<file path="config.mk">
export PLATFORM = sky130hd
export DESIGN_NAME = wind_ctrl
export DESIGN_NICKNAME = d
export VERILOG_FILES = /design/src/rtl/wind_ctrl.sv
export SDC_FILE = /design/constraint.sdc
export NUM_CORES = 1
export LEC_CHECK = 0
export ABC_AREA = 1
export BUFFER_PORTS_ARGS = -buffer_cell sky130_fd_sc_hd__buf_2
export CELL_PAD_IN_SITES_DETAIL_PLACEMENT = 1
export CELL_PAD_IN_SITES_GLOBAL_PLACEMENT = 1
export CORE_ASPECT_RATIO = 0.75
export CORE_MARGIN = 2
export CORE_UTILIZATION = 35
export DETAILED_ROUTE_END_ITERATION = 10
export PLACE_DENSITY_LB_ADDON = 0.1
export SLEW_MARGIN = 20
export SYNTH_ARGS = -nofsm -noshare
export SYNTH_HDL_FRONTEND = slang
export SYNTH_SLANG_ARGS = --single-unit
</file>
<file path="constraint.sdc">
create_clock -name clk -period 1.7 [get_ports clk]
set_input_delay 0.17 -clock clk [delete_from_list [all_inputs] [get_ports clk]]
set_output_delay 0.17 -clock clk [all_outputs]
set_load 0.02 [all_outputs]
</file>
<file path="src/rtl/wind_ctrl.sv">
// ---------------------------------------------------------------------------
// wind_ctrl -- wind source for the game.
//
// On each accepted new-turn request, draws a 7-bit pseudo-random target from a
// free-running 16-bit Galois LFSR and moves wind_force toward it. wind_force
// only changes on vertical-blank rising edges, so the indicator never tears.
//
// Optional feature macro: WIND_SLEW_EN
//   defined   : wind_force walks +/-1 every SLEW_FRAMES vblank edges.
//   undefined : wind_force jumps to the target on the first vblank edge.
//
// Parameters:
//   SLEW_FRAMES  vblank edges per +/-1 step (1..255)
//   LFSR_SEED    LFSR reset value (nonzero)
//   WIND_INIT    wind_force value after reset
//
// Ports:
//   clk         system (pixel) clock
//   rst         synchronous active-high reset
//   vblnk       vertical blank from the VGA timing chain
//   new_turn    single-cycle request for a new wind value
//   wind_force  current wind 0..127, registered
//   wind_busy   high while a request is in progress (requests dropped)
//   wind_done   one-cycle pulse when wind_force reaches the target
// ---------------------------------------------------------------------------
module wind_ctrl #(
    parameter int unsigned SLEW_FRAMES = 2,
    parameter logic [15:0] LFSR_SEED   = 16'hACE1,
    parameter logic [6:0]  WIND_INIT   = 7'd64
) (
    input  logic       clk,
    input  logic       rst,
    input  logic       vblnk,
    input  logic       new_turn,
    output logic [6:0] wind_force,
    output logic       wind_busy,
    output logic       wind_done
);

    typedef enum logic [1:0] {
        IDLE,
        PICK,
        SLEW
    } state_t;

    state_t      state;
    logic [15:0] lfsr;
    logic        vblnk_q;
    logic [6:0]  target;
    logic        tick;

    if (SLEW_FRAMES < 1 || SLEW_FRAMES > 255) begin : g_bad_slew
        $error("wind_ctrl: SLEW_FRAMES must be in 1..255");
    end

    assign tick = vblnk & ~vblnk_q;

    // LFSR runs every cycle outside reset so the player's request timing
    // decides which value is drawn.
    always_ff @(posedge clk) begin
        if (rst) begin
            lfsr    <= LFSR_SEED;
            vblnk_q <= 1'b0;
        end else begin
            lfsr    <= {1'b0, lfsr[15:1]} ^ (lfsr[0] ? 16'hB400 : 16'h0000);
            vblnk_q <= vblnk;
        end
    end

`ifdef WIND_SLEW_EN
    localparam logic [7:0] FRAME_LAST = 8'(SLEW_FRAMES - 1);

    logic [7:0] frame_cnt;
    logic [6:0] wind_next;

    // One unit toward the target; never wraps since target is in range.
    assign wind_next = (target > wind_force) ? wind_force + 7'd1
                                             : wind_force - 7'd1;
`endif

    always_ff @(posedge clk) begin
        if (rst) begin
            state      <= IDLE;
            wind_force <= WIND_INIT;
            wind_busy  <= 1'b0;
            wind_done  <= 1'b0;
            target     <= WIND_INIT;
`ifdef WIND_SLEW_EN
            frame_cnt  <= '0;
`endif
        end else begin
            wind_done <= 1'b0;
            case (state)
                IDLE: begin
                    // A coincident tick is irrelevant here; only the request matters.
                    if (new_turn) begin
                        state     <= PICK;
                        wind_busy <= 1'b1;
                    end
                end
                PICK: begin
                    target <= lfsr[6:0];
`ifdef WIND_SLEW_EN
                    frame_cnt <= '0;
`endif
                    if (lfsr[6:0] == wind_force) begin
                        state     <= IDLE;
                        wind_busy <= 1'b0;
                        wind_done <= 1'b1;
                    end else begin
                        state <= SLEW;
                    end
                end
                SLEW: begin
                    if (tick) begin
`ifdef WIND_SLEW_EN
                        if (frame_cnt == FRAME_LAST) begin
                            frame_cnt  <= '0;
                            wind_force <= wind_next;
                            if (wind_next == target) begin
                                state     <= IDLE;
                                wind_busy <= 1'b0;
                                wind_done <= 1'b1;
                            end
                        end else begin
                            frame_cnt <= frame_cnt + 8'd1;
                        end
`else
                        wind_force <= target;
                        state      <= IDLE;
                        wind_busy  <= 1'b0;
                        wind_done  <= 1'b1;
`endif
                    end
                end
                default: begin
                    state     <= IDLE;
                    wind_busy <= 1'b0;
                end
            endcase
        end
    end

endmodule

</file>
Word-level counts from Yosys, hierarchy flattened --
Index checks and enable logic that the tools add are counted.
Cells by class: $add $sub $neg 0, multipliers 0, div/mod/pow operators 0, $lt $le $gt $ge 0, equality and inequality tests 6, shift-type cells 0, muxes and demuxes 12, bitwise gates (word level) 3, reductions and logical operators 4
Operator list (count):
- 2-to-1 mux 16 bit | 1
- XOR 15 x 16 -> 16 bit | 1
- == test 7 bit | 1
- 2-to-1 mux 2 bit | 3
- != test 2 bit, second input constant | 3
- case mux 2 bit (3 select lines) | 1
- 2-to-1 mux 1 bit | 5
- AND reduction 2 bit | 2
- case mux 1 bit (3 select lines) | 1
- AND reduction 3 bit | 1
- == test 2 x 1 -> 1 bit, second input constant | 1
- == test 2 bit, second input constant | 1
- zero test 2 bit | 1
- case mux 1 bit (2 select lines) | 1
- AND 1 bit | 1
- inverter 1 bit | 1
Word-level totals: flip-flop bits (word level) 35, bits in latches 0, memory bits (writable) 0, bits in read-only memories 0, output and inout port bits 9, memories 0

Depth between registers and ports, before layout --
depth after elaboration 4, depth in mapped cells 9

Worst setup path after synthesis --
OpenSTA, ideal clock, no wires.
path kind register to register, start register state[0], end register wind_force[3], setup time 0.119 ns, data arrival time 1.133 ns, path slack 0.447 ns, cell stages (with the launch flop) 9, buffers on the path 1, path through dfxtp_1 inv_1 ha_1 inv_1 nor3_2 inv_2 buf_2 o21ai_1 a21oi_1
Between the ends: word-level cells in the longest chain between the ends 2
RTL lines:
- start, declared | RTL line 46 | state_t state;
- start signal, assigned | RTL line 83 | state <= IDLE;
- start signal, assigned | RTL line 97 | state <= PICK;
- start signal, assigned | RTL line 107 | state <= IDLE;
- == test 2 bit | RTL line 93 | case (state)
- AND reduction 2 bit (no line)
- end signal, assigned | RTL line 129 | wind_force <= target;
- end, declared | RTL line 35 | output logic [6:0] wind_force,
No other way between the ends. A chain may end at the register's enable or synchronous reset.

Worst setup path after layout --
start register state[0], end register wind_force[2]
The elaborated chain is that of the path after synthesis.

==> impl_metrics.toml <==
[run_status]
status = "finished, final reports clean"

[timing]
worstMarginPinSlew_ns = 0.5376
setup-tns-final_ns = 0
fin_crit_ns = 1.404
slew_headroom_pct = 64.12
maxSlewViolCount = 0
rsz0062_at_grt = "no"
fin_ws_ns = 0.2961
finalCritPeriodShare_pct = 82.58
timing.fmax_mhz = 712.3
setup_viol = 0
finClkSkew_ns = 0.005632
hold_viol = 0

[yosys]
ys_types = 21
ys_warn_count = 0
ys_seq_area_share_pct = 53.90
syn_inst = 159
synth_fp_nets = 166
syn_area_per_cell_sq_um = 8.176
ys_ff_latch = 35
netlist_area_sq_um = 1300

[critical_path]
rrSetupSlack_ns = 0.30
path_cells = "inv_1 -> ha_1 -> inv_1 -> nor3_2 -> inv_2 -> o21ai_0 -> a21oi_1"
worstPathRequired_ns = 1.87
path_max_fanout = 13
cpMostUsedCell = "inv_1"
worst-setup-path-type = "reg -> reg"
end_kind = "flop"
crit_arrival_ns = 1.58
slowest_stage = "dfxtp_1"
slowest_delay_ns = 0.34
crit_path_start_kind = "flop"

[clock_network]
cts_buffer_depth = 2
clk_latency_ns = 0.29
cts_sinks = 35
htreeDepth = 2
clk_root_buffer_cell = "clkbuf_8"
cts_resized = 0
cts_tree = "done"
cts-buffers-inserted = 5
clk_pin_slew_ns = 0.07
cts_hold_buf = 0
post-cts-setup-buffer-count = 0

[place]
post-place-ws_ns = 0.3111
place_area_sq_um = 1410
hpwl_mm = 1.889
gp_congestion = 0.7355
portBuffers = 12

[layout]
area_delta_synth_final_pct = 14.73
stdcell_area_sq_um = 1491
antennaDiodeCount = 0
nets = 181
drive_above_1_share_pct = 20.57

[floorplanning]
fp.dieW_um = 74.38
num_rows = 19
die_area_sq_um = 4223
start_util_pct = 35.98
boundaryPins = 13
die_y_um = 56.78
coreArea_sq_um = 3613

[grt]
grt_use_total_pct = 15.29
grt_pass1_wl_mm = 4.692
grt_max_degree = 21
grt_pass1_vias = 1076
antenna_found_initial = 0
grt_overflow_total = 0

[detailed_routing]
routed_wl_mm = 2.689
wl_per_cell_um = 11.85
drc = 0
ant_nets = 0
drtIter0Drc = 39
routed_via_density = 4.441
vias = 1008
firstDrtPassIters = 4

[worst_hold_path]
holdCritPathClass = "in -> reg"

[power]
p_leak_uw = 0.0006834
power_density_nw_per_um2 = 1472
ir_drop_uv = 645.7

[run]
max_cap_violations = 0
[sequential cells by signal, summed over array words and instances, names as in the netlist]
name	cells
state	2
wind_busy	1
target	7
vblnk_q	1
wind_done	1
wind_force	7
lfsr	16
[synth_stat cells]
library cell | number | area share (%)
o21ai_0 | 12 | 4.6
a21oi_2 | 1 | 0.67
nand2_2 | 3 | 1.4
buf_2 | 3 | 1.2
nor2_2 | 3 | 1.4
clkbuf_1 | 2 | 0.58
or2_2 | 3 | 1.4
o21ai_1 | 3 | 1.2
inv_1 | 20 | 5.8
xnor2_1 | 1 | 0.67
inv_2 | 5 | 1.4
a21oi_1 | 17 | 6.5
dfxtp_1 | 35 | 54
ha_1 | 3 | 2.9
nor2_1 | 14 | 4.0
o211ai_1 | 2 | 1.2
nand3_1 | 1 | 0.38
nor3_2 | 1 | 0.77
o21bai_4 | 1 | 1.4
nor3_1 | 1 | 0.38
nand2_1 | 28 | 8.1
[final timing paths]
path                 start            end  cells after the start
hold reg to reg   lfsr[15]       lfsr[14]                      2
setup / recovery  state[0]  wind_force[2]                      7
setup reg to reg  state[0]  wind_force[2]                      7
hold / removal       vblnk        vblnk_q                      3
[critical path, delay by kind of cell, from the launching register on]
family	cells	cell delay, ns
adders and majority gates	1	0.15
buffers and inverters	3	0.32
DFF	1	0.34
and+or+nand+nor	1	0.24
AOI/OAI and AO/OA	2	0.25
[cell usage in the layout, fill, tap and decap left out]
master	Yosys	final
buf_2	3	12
nand2_1	28	28
clkbuf_1	2	2
nor3_1	1	1
nor3_2	1	1
nand2_2	3	3
ha_1	3	3
nor2_1	14	14
clkinv_2	0	1
a21oi_1	17	17
inv_2	5	5
or2_2	3	3
buf_4	0	1
nor2_2	3	3
o21ai_1	3	3
nand3_1	1	1
o211ai_1	2	2
xnor2_1	1	1
a21oi_2	1	1
o21ai_0	12	12
o21bai_4	1	1
clkbuf_8	0	5
inv_1	20	20
dfxtp_1	35	35
[per-stage QoR]
step	util [%]	hold slack, ns	cells	total power, uW
after detailed placement	39.02	0.4016	219	1642
after global placement	39.02	0.3915	219	1607
after global routing	41.27	0.1522	227	2360
after CTS	41.27	0.1218	227	2232
final	41.27	0.1298	227	2195
after floorplan	-	0.2697	159	1480
[area by class of cell]
type	count	area, sq um
Clock buffer	7	76.32
Multi-Input combinational cell	94	483.0
Fill cell	451	2122
Timing Repair Buffer	13	67.56
Clock inverter	1	5.005
Tap cell	52	65.06
Inverter	25	93.84
Sequential cell	35	700.7
[layer usage]
metal,vias to the layer above,track usage [%],routed length [um]
li1,519,-,-
met1,467,18.27,1307
met2,14,23.01,1209
met3,8,5.027,95
met4,0,10.20,76
met5,-,0,0
[power breakdown]
| part | internal, uW | total [uW] | switching (uW) |
|---|---|---|---|
| registers | 975 | 1060 | 87.3 |
| clock network | 287 | 574 | 287 |
| logic | 209 | 558 | 350 |
[logic make-up (layout without fill, tap and decap cells)]
kind of cell	count (synthesis)	after routing	synth area share [%]
and+or+nand+nor	54	54	18.00
AOI/OAI and AO/OA	36	36	15.59
DFF	35	35	53.90
buffers and inverters	30	46	8.951
adders and majority gates	3	3	2.888
xor gates and xnor gates	1	1	0.6738
No activity file was read; power rests on OpenSTA's default activity.
